===== src/rtl/trigger_capture_ctrl.sv =====
// Trigger sequencing controller: N-frame confirm, beat-counted capture window, hold-off.
// Optional TRIG_TIMESTAMP_EN adds a free-running cycle counter latched on capture start.
module trigger_capture_ctrl #(
  parameter int CNT_W  = 16,
  parameter int CONF_W = 4
) (
  input  logic              clk,
  input  logic              reset_b,
  input  logic              arm,
  input  logic              abort,
  input  logic              t_valid,
  input  logic              trigger,
  input  logic              frame_done,
  input  logic [CONF_W-1:0] confirm_frames,
  input  logic [CNT_W-1:0]  capture_len,
  input  logic [CNT_W-1:0]  holdoff_len,
  output logic              capture_en,
  output logic              capture_done,
  output logic              busy,
  output logic [2:0]        state,
  output logic [CONF_W-1:0] hit_frames
`ifdef TRIG_TIMESTAMP_EN
  ,
  output logic [31:0]       timestamp
`endif
);

  typedef enum logic [2:0] {
    IDLE    = 3'd0,
    ARMED   = 3'd1,
    CONFIRM = 3'd2,
    CAPTURE = 3'd3,
    HOLDOFF = 3'd4
  } state_t;

  state_t              cur, nxt;
  logic                hit, hit_d;
  logic [CONF_W-1:0]   hits_d;
  logic [CNT_W-1:0]    cnt, cnt_d;
  logic [CNT_W-1:0]    win_len, win_len_d;
  logic                done_d;
  logic                frame_hit;
  logic [CONF_W:0]     hits_inc;
  logic [CONF_W-1:0]   eff_confirm;
  logic [CNT_W-1:0]    eff_capture, eff_holdoff;

  assign eff_confirm = (confirm_frames == '0) ? CONF_W'(1) : confirm_frames;
  assign eff_capture = (capture_len == '0) ? CNT_W'(1) : capture_len;
  assign eff_holdoff = (holdoff_len == '0) ? CNT_W'(1) : holdoff_len;
  // A hit landing on the frame_done cycle still belongs to the closing frame.
  assign frame_hit   = hit | (trigger & t_valid);
  assign hits_inc    = {1'b0, hit_frames} + (CONF_W + 1)'(1);
  assign state       = cur;

  always_comb begin
    nxt       = cur;
    hit_d     = 1'b0;
    hits_d    = hit_frames;
    cnt_d     = '0;
    win_len_d = win_len;
    done_d    = 1'b0;
    case (cur)
      IDLE: begin
        hits_d = '0;
        if (arm) nxt = ARMED;
      end
      ARMED, CONFIRM: begin
        if (!arm) begin
          nxt    = IDLE;
          hits_d = '0;
        end else if (frame_done) begin
          if (frame_hit) begin
            if (hits_inc >= {1'b0, eff_confirm}) begin
              nxt       = CAPTURE;
              hits_d    = '0;
              win_len_d = eff_capture;
            end else begin
              nxt    = CONFIRM;
              hits_d = (hit_frames == '1) ? hit_frames : hits_inc[CONF_W-1:0];
            end
          end else begin
            nxt    = ARMED;
            hits_d = '0;
          end
        end else begin
          hit_d = frame_hit;
        end
      end
      CAPTURE: begin
        cnt_d = cnt;
        if (t_valid) begin
          if (cnt == win_len - CNT_W'(1)) begin
            // win_len is reused for the hold-off length, sampled here on entry.
            nxt       = HOLDOFF;
            cnt_d     = '0;
            win_len_d = eff_holdoff;
            done_d    = 1'b1;
          end else begin
            cnt_d = cnt + CNT_W'(1);
          end
        end
      end
      HOLDOFF: begin
        if (cnt == win_len - CNT_W'(1)) nxt = arm ? ARMED : IDLE;
        else cnt_d = cnt + CNT_W'(1);
      end
      default: begin
        nxt    = IDLE;
        hits_d = '0;
      end
    endcase
    if (abort) begin
      nxt       = IDLE;
      hit_d     = 1'b0;
      hits_d    = '0;
      cnt_d     = '0;
      win_len_d = '0;
      done_d    = 1'b0;
    end
  end

  always_ff @(posedge clk) begin
    if (!reset_b) begin
      cur          <= IDLE;
      hit          <= 1'b0;
      hit_frames   <= '0;
      cnt          <= '0;
      win_len      <= '0;
      capture_done <= 1'b0;
      capture_en   <= 1'b0;
      busy         <= 1'b0;
    end else begin
      cur          <= nxt;
      hit          <= hit_d;
      hit_frames   <= hits_d;
      cnt          <= cnt_d;
      win_len      <= win_len_d;
      capture_done <= done_d;
      capture_en   <= (nxt == CAPTURE);
      busy         <= (nxt == CONFIRM) || (nxt == CAPTURE) || (nxt == HOLDOFF);
    end
  end

`ifdef TRIG_TIMESTAMP_EN
  logic [31:0] cyc;

  always_ff @(posedge clk) begin
    if (!reset_b) begin
      cyc       <= '0;
      timestamp <= '0;
    end else begin
      cyc <= cyc + 32'd1;
      if (nxt == CAPTURE && cur != CAPTURE) timestamp <= cyc;
    end
  end
`endif

endmodule


===== config.mk =====
export PLATFORM = sky130hd
export DESIGN_NAME = trigger_capture_ctrl
export DESIGN_NICKNAME = d
export VERILOG_FILES = /design/src/rtl/trigger_capture_ctrl.sv
export SDC_FILE = /design/constraint.sdc
export NUM_CORES = 1
export LEC_CHECK = 0
export CAP_MARGIN = 10
export CORE_ASPECT_RATIO = 1.5
export CORE_MARGIN = 5
export CORE_UTILIZATION = 49
export DETAILED_ROUTE_END_ITERATION = 10
export PLACE_DENSITY = 0.82
export SLEW_MARGIN = 20
export SYNTH_ARGS = -nofsm -noshare
export SYNTH_HDL_FRONTEND = slang
export SYNTH_SLANG_ARGS = --single-unit
export TNS_END_PERCENT = 20

===== constraint.sdc =====
create_clock -name clk -period 2.62 [get_ports clk]
set_clock_uncertainty 0.1 [all_clocks]
set_input_delay 0.655 -clock clk [delete_from_list [all_inputs] [get_ports clk]]
set_output_delay 0.655 -clock clk [all_outputs]
set_load 0.02 [all_outputs]

==> results of run 1 <==
routing by layer:
metal / global-route usage / up-vias / part of all wire
li1: - / 1738 / -
met2: 0.430 / 172 / 0.53
met3: 0.0380 / 38 / 0.063
met1: 0.244 / 1735 / 0.37
met5: 0 / - / 0
met4: 0.122 / 0 / 0.038
synthesized netlist by cell type, drive strengths merged (4+ instances only):
cell type | number | area share
xor2 | 12 | 0.033
or3 | 8 | 0.016
o311ai | 9 | 0.027
a32oi | 17 | 0.047
a22oi | 13 | 0.031
nand4 | 13 | 0.030
a31oi | 5 | 0.0098
nor3 | 9 | 0.016
dfxtp | 43 | 0.27
nor4 | 16 | 0.033
buf | 9 | 0.018
or2 | 4 | 0.0078
mux2i | 19 | 0.059
nand2 | 70 | 0.082
nand2b | 11 | 0.022
o21ai | 9 | 0.014
ha | 7 | 0.027
xnor2 | 11 | 0.030
nor2 | 32 | 0.038
clkbuf | 21 | 0.025
nand3 | 14 | 0.022
a21oi | 25 | 0.039
a211oi | 4 | 0.0094
inv | 14 | 0.016
cells by family (layout without fill, tap and decap cells):
group                    after synthesis  count (layout)  share of synthesized area
buffers and inverters                 44             127                     0.0587
XOR/XNOR                              23              23                     0.0630
adder cells (fa/ha/maj)                7               7                     0.0274
flip-flops                            43              43                      0.269
multiplexers                          19              19                     0.0595
AND/OR/NAND/NOR                      190             190                      0.297
AO/OA/AOI/OAI                        100             100                      0.225
layout by cell type (no fill, tap or decap), drive strengths merged, types with 2 or more instances in the layout:
cell type and instances:
nand2 70, buf 53, clkdlybuf4s50 51, dfxtp 43, nor2 32, a21oi 25, mux2i 19, a32oi 17
nor4 16, inv 14, nand3 14, a22oi 13, nand4 13, xor2 12, xnor2 11, nand2b 11
nor3 9, o21ai 9, o311ai 9, clkbuf 8, or3 8, ha 7, a31oi 5, or2 4
a211oi 4, a21o 2, o21a 2, o31a 2, o21ba 2, nand3b 2, and4 2, and2 2
per-stage QoR:
step,setup slack (ns),utilization
2_1_floorplan,-0.121,-
3_5_place_dp,-0.427,0.644
3_3_place_gp,-0.387,0.644
4_1_cts,0.00434,0.671
5_1_grt,-0.115,0.688
6_report,0.0103,0.688
worst max path at each step:
stage | from | to
after floorplan | win_len[2] | cnt[5]
after global placement | confirm_frames[1] | win_len[0]
after detailed placement | confirm_frames[2] | win_len[0]
after CTS | win_len[1] | capture_en
after global routing | win_len[1] | state[0]
final | confirm_frames[3] | win_len[0]
registers in the layout (all words and copies together), names as in the netlist:
signal,flops
cnt,16
win_len,16
hit_frames,4
state,3
busy,1
capture_done,1
capture_en,1
hit,1
layout make-up:
type	count	area share
repair buffers	105	0.217
clock buffers	8	0.0226
flip-flops and latches	43	0.195
multi-input cells	339	0.533
well taps	76	0.0215
inverters	14	0.0119
worst reg2reg max path, delay by kind of cell, from the launching register on:
family        cells  cell delay, ns
simple gates      5            1.37
mux               2            0.36
buf+inv           2            0.35
flops             1            0.32
power by group through the flow:
| stage | Clock, mW | Combinational, mW | Sequential [mW] |
|---|---|---|---|
| after global routing | 0.497 | 0.167 | 0.655 |
| after floorplan | 0 | 0.0492 | 0.671 |
| after CTS | 0.471 | 0.153 | 0.655 |
| after detailed placement | 0 | 0.148 | 0.671 |
| final | 0.477 | 0.156 | 0.655 |
| after global placement | 0 | 0.145 | 0.670 |
timing repair:
action	4_1_cts	5_1_grt
hold buffers	0	0
pin swaps	9	10
resized for setup	21	29
setup endpoints to repair	37	38
cloned	0	1
==> results.json, run 1 <==
{
  "status": "finished, final reports clean",
  "fin_hold_ws_ns": 0.451,
  "grt_pass1_wl_mm": 15.9,
  "route.vias.total": 3683,
  "final.fill_count": 511,
  "critical_path_class": "input port to register",
  "rrSetupSlack_ns": 0.01,
  "required_ns": 2.72,
  "placedInstanceArea_sq_mm": 0.00415,
  "slew_headroom": 0.565,
  "dieArea_sq_mm": 0.00828,
  "syn_to_final_growth_pct": 38.6,
  "whs_endpoint": "cnt[14]",
  "p_seq_frac": 0.509,
  "peakVddDrop_mv": 0.245,
  "clk_pin_slew_ns": 0.08,
  "postCtsSetupBuffers": 0,
  "multi_input_area_sq_mm": 0.00236,
  "drive_above_1_share": 0.206,
  "max_stage_delay_ns": 0.46,
  "fin_crit_sh": 0.996,
  "comb_power_share": 0.121,
  "hold_viol": 0,
  "avgSynthCellArea_sq_um": 7.51,
  "regArea_sq_um": 863,
  "dp.final_hpwl_mm": 7.01,
  "io-pin-count": 53,
  "crit_family": "compound AO/OA/AOI/OAI gates",
  "async_flop_share": 0,
  "cts_tree": "done",
  "fin_cells": 585,
  "routed_via_density": 6.30,
  "drc": 0,
  "std_cell_rows": 36,
  "synth_nets": 476,
  "max_freq_mhz": 383,
  "crit_arrival_ns": 2.71,
  "drtAntennaViolNets": 0,
  "critical_path_depth": 11,
  "final_area_sq_mm": 0.00443,
  "finalSetupTns_ns": 0,
  "cts_num_sinks": 43,
  "drt-total-wl_mm": 9.70,
  "clk_path_buf_depth": 2,
  "tightest_slew_ns": 0.650,
  "critPathBufInv": 2,
  "core_sq_mm": 0.00644,
  "maxSlewViolCount": 0,
  "r2r_start": "win_len[6]",
  "internal_power_uw": 983,
  "syn-cell-area_sq_mm": 0.00320,
  "worst_hold_startpoint": "cnt[14]",
  "grt_usage": 0.230,
  "rsz0062_at_grt": "true",
  "die_w_microns": 76.0,
  "cts_max_level": 2,
  "port_buffers": 52,
  "cts_root_buf": "clkbuf_8",
  "ys_seq_area_frac": 0.269,
  "place_inst": 577,
  "reg2reg_depth": 9,
  "p_per_area_mw_per_mm2": 291,
  "ys.warnings.count": 0,
  "worstSkewPairLatency_ns": 0.31,
  "grt_pass1_vias": 3555,
  "worst_setup_path_start_kind": "input port",
  "grt_max_degree": 32,
  "synthFlopType": "dfxtp_1",
  "die_y_microns": 109,
  "rr_endpoint": "win_len[4]",
  "grt_overflow_total": 0,
  "swShare": 0.237,
  "setup_violations": 0,
  "drv_cap": 0,
  "synth-seq-cells": 43,
  "p_clk_frac": 0.371,
  "worstPathMaxFanout": 17,
  "total_leakage_power_nw": 1.88,
  "critPathSlowestCell": "clkdlybuf4s50_1",
  "period_needed_ns": 2.61,
  "wl_per_cell_microns": 16.6,
  "synth-edff-count": 0,
  "start_util": 0.497,
  "dr.pass1.iters": 5,
  "n_antenna_cell": 0,
  "drt_iter0_markers": 240,
  "netlist_instances": 426,
  "end_kind": "register",
  "gp_congestion": 0.853,
  "fin_nets": 558,
  "p_switching_uw": 305,
  "cts_inserted_buffers": 5,
  "ys_types": 55,
  "antenna_found_initial": 0,
  "total_power_mw": 1.29,
  "hold_depth": 2,
  "path_cells": "clkdlybuf4s50_1 > inv_1 > a31o_2 > ha_4 > nand2b_4 > a21o_1 > a21oi_2 > o21ai_4 > and2_4 > nand4b_1 > nand3_1",
  "hold_path_class": "register to register"
}
Note: power is estimated with default switching activity, not from simulation.
==> run 2: changes to the inputs <==
--- a/config.mk
+++ b/config.mk
@@ -6,11 +6,13 @@
 export NUM_CORES = 1
 export LEC_CHECK = 0
 export CAP_MARGIN = 10
+export CELL_PAD_IN_SITES_DETAIL_PLACEMENT = 0
+export CELL_PAD_IN_SITES_GLOBAL_PLACEMENT = 1
 export CORE_ASPECT_RATIO = 1.5
 export CORE_MARGIN = 5
-export CORE_UTILIZATION = 49
+export CORE_UTILIZATION = 35
 export DETAILED_ROUTE_END_ITERATION = 10
-export PLACE_DENSITY = 0.82
+export PLACE_DENSITY = 0.81
 export SLEW_MARGIN = 20
 export SYNTH_ARGS = -nofsm -noshare
 export SYNTH_HDL_FRONTEND = slang
==> run 2 against run 1 <==
Net effect: the flow now finishes with violations (setup timing); via count down 4.9%; final area up 4.6%; count of clock-buffer cells in the layout fell by 1; non-clock buffer count grew 6; fmax decreased by 1.2%; flip-flop and latch count is the same; critical path depth down 2.
==> results.json, run 2 (synthesis results as in run 1) <==
{
  "crit_arrival_ns": 2.70,
  "rsz0062_at_grt": "true",
  "grt_pass1_wl_mm": 15.8,
  "route.vias.total": 3502,
  "cts_num_sinks": 43,
  "cts_tree": "done",
  "die_w_microns": 88.1,
  "grt_usage": 0.173,
  "antenna_found_initial": 0,
  "reg2reg_depth": 9,
  "drc": 0,
  "worstPathMaxFanout": 5,
  "std_cell_rows": 42,
  "cts_root_buf": "clkbuf_16",
  "wl_per_cell_microns": 16.0,
  "start_util": 0.360,
  "cts_max_level": 2,
  "violations": "setup timing",
  "dp.final_hpwl_mm": 7.34,
  "required_ns": 2.68,
  "final_cell_mix": "70 x nand2_1, 49 x buf_4, 48 x clkdlybuf4s50_1",
  "slew_headroom": 0.697,
  "tightest_slew_ns": 0.450,
  "r2r_start": "win_len[0]",
  "p_seq_frac": 0.461,
  "p_per_area_mw_per_mm2": 307,
  "critical_path_class": "register to register",
  "rrSetupSlack_ns": -0.02,
  "whs_endpoint": "cnt[3]",
  "grt_max_degree": 32,
  "routed_via_density": 5.59,
  "drv_cap": 0,
  "p_clk_frac": 0.425,
  "die_y_microns": 127,
  "setup_violations": 3,
  "dp_slack_ns": -0.430,
  "hold_path_class": "register to register",
  "max_freq_mhz": 379,
  "gp_congestion": 0.858,
  "hold_depth": 2,
  "grt_overflow_total": 0,
  "worst_hold_startpoint": "cnt[3]",
  "layout_setup_ws_ns": -0.0209,
  "place_inst": 613,
  "final_common_cell": "nand2_1",
  "grt_pass1_vias": 3402,
  "dr.pass1.iters": 4,
  "clk_path_buf_depth": 2,
  "drive_above_1_share": 0.224,
  "worstSkewPairLatency_ns": 0.29,
  "final_util": 0.522,
  "fin_hold_ws_ns": 0.442,
  "clk_pin_slew_ns": 0.06,
  "fin_cells": 627,
  "hold_viol": 0,
  "cts_inserted_buffers": 5,
  "port_buffers": 52,
  "status": "finished with violations",
  "swShare": 0.227,
  "maxSlewViolCount": 0,
  "drt-total-wl_mm": 10.0,
  "top_regs": "cnt x16, win_len x16, hit_frames x4",
  "internal_power_mw": 1.10,
  "syn_to_final_growth_pct": 45.0,
  "rr_endpoint": "state[0]",
  "worst_setup_path_start_kind": "register",
  "end_kind": "register",
  "fin_crit_sh": 1.01,
  "io-pin-count": 53,
  "peakVddDrop_mv": 0.231,
  "comb_power_share": 0.114,
  "period_needed_ns": 2.64,
  "p_switching_uw": 323,
  "drtAntennaViolNets": 0,
  "fin_nets": 566,
  "core_sq_mm": 0.00888,
  "n_antenna_cell": 0,
  "placedInstanceArea_sq_mm": 0.00419,
  "final_area_sq_mm": 0.00464,
  "dieArea_sq_mm": 0.0112,
  "drt_iter0_markers": 193,
  "total_leakage_power_nw": 2.00
}
-- run 2: changes by cell type in the layout (fill, tap and decap cells not counted), sizes merged --
cell           before  now
dlygate4sd2         1    0
buf                53   58
and2                2    4
clkinv              0    1
dlymetal6s2s        0    4
clkdlybuf4s50      51   48
-- run 2: final cells by class --
type / instances / area, sq um
Tap cell: 110 / 138
Multi-Input combinational cell: 341 / 2410
Fill cell: 870 / 4240
Clock inverter: 1 / 5.00
Sequential cell: 43 / 863
Clock buffer: 7 / 133
Inverter: 14 / 52.6
Timing Repair Buffer: 111 / 1040
-- run 2: critical path, stage by stage (launching register included) --
cell,delay [ns]
dfxtp_2,0.32
or3_1,0.38
or3_4,0.46
mux2i_4,0.22
nor4_4,0.34
nand4_1,0.15
buf_6,0.16
buf_8,0.13
o21bai_4,0.13
o311ai_2,0.11
-- run 2: power by group through the flow --
stage                     Sequential, mW  Clock [mW]  Combinational (mW)
after global placement             0.670           0               0.150
after global routing               0.656       0.641               0.174
final                              0.656       0.605               0.162
after floorplan                    0.671           0              0.0492
after detailed placement           0.670           0               0.151
after CTS                          0.656       0.617               0.153
-- run 2: routing by layer --
metal  up-vias  part of all wire  global-route usage
met5         -                 0                   0
met4         0             0.023              0.0649
met3        21             0.027              0.0213
met2        71              0.54               0.320
met1      1650              0.41               0.197
li1       1760                 -                   -
-- run 2: how the worst max path moves through the flow --
stage	startpoint	end	slack [ns]	depth (start not counted)
CTS	confirm_frames[1]	win_len[0]	-0.04	12
global placement	confirm_frames[1]	win_len[0]	-0.39	12
detailed placement	confirm_frames[1]	win_len[0]	-0.43	12
floorplan	win_len[2]	cnt[5]	-0.12	11
finish	win_len[0]	state[0]	-0.02	9
global route	win_len[0]	state[0]	-0.1	9
-- run 2: repair_timing --
item,4_1_cts,5_1_grt
buffers inserted,1,2
pin swaps,7,28
hold buffers,0,0
gates cloned,1,3
endpoints found under the setup margin,42,41
gates resized for setup,16,54
-- run 2: stage by stage --
step	power (mW)	TNS (ns)
6_report	1.42	-0.0248
5_1_grt	1.47	-1.68
4_1_cts	1.43	-0.147
3_5_place_dp	0.822	-10.91
3_3_place_gp	0.820	-9.99
2_1_floorplan	0.720	-3.06
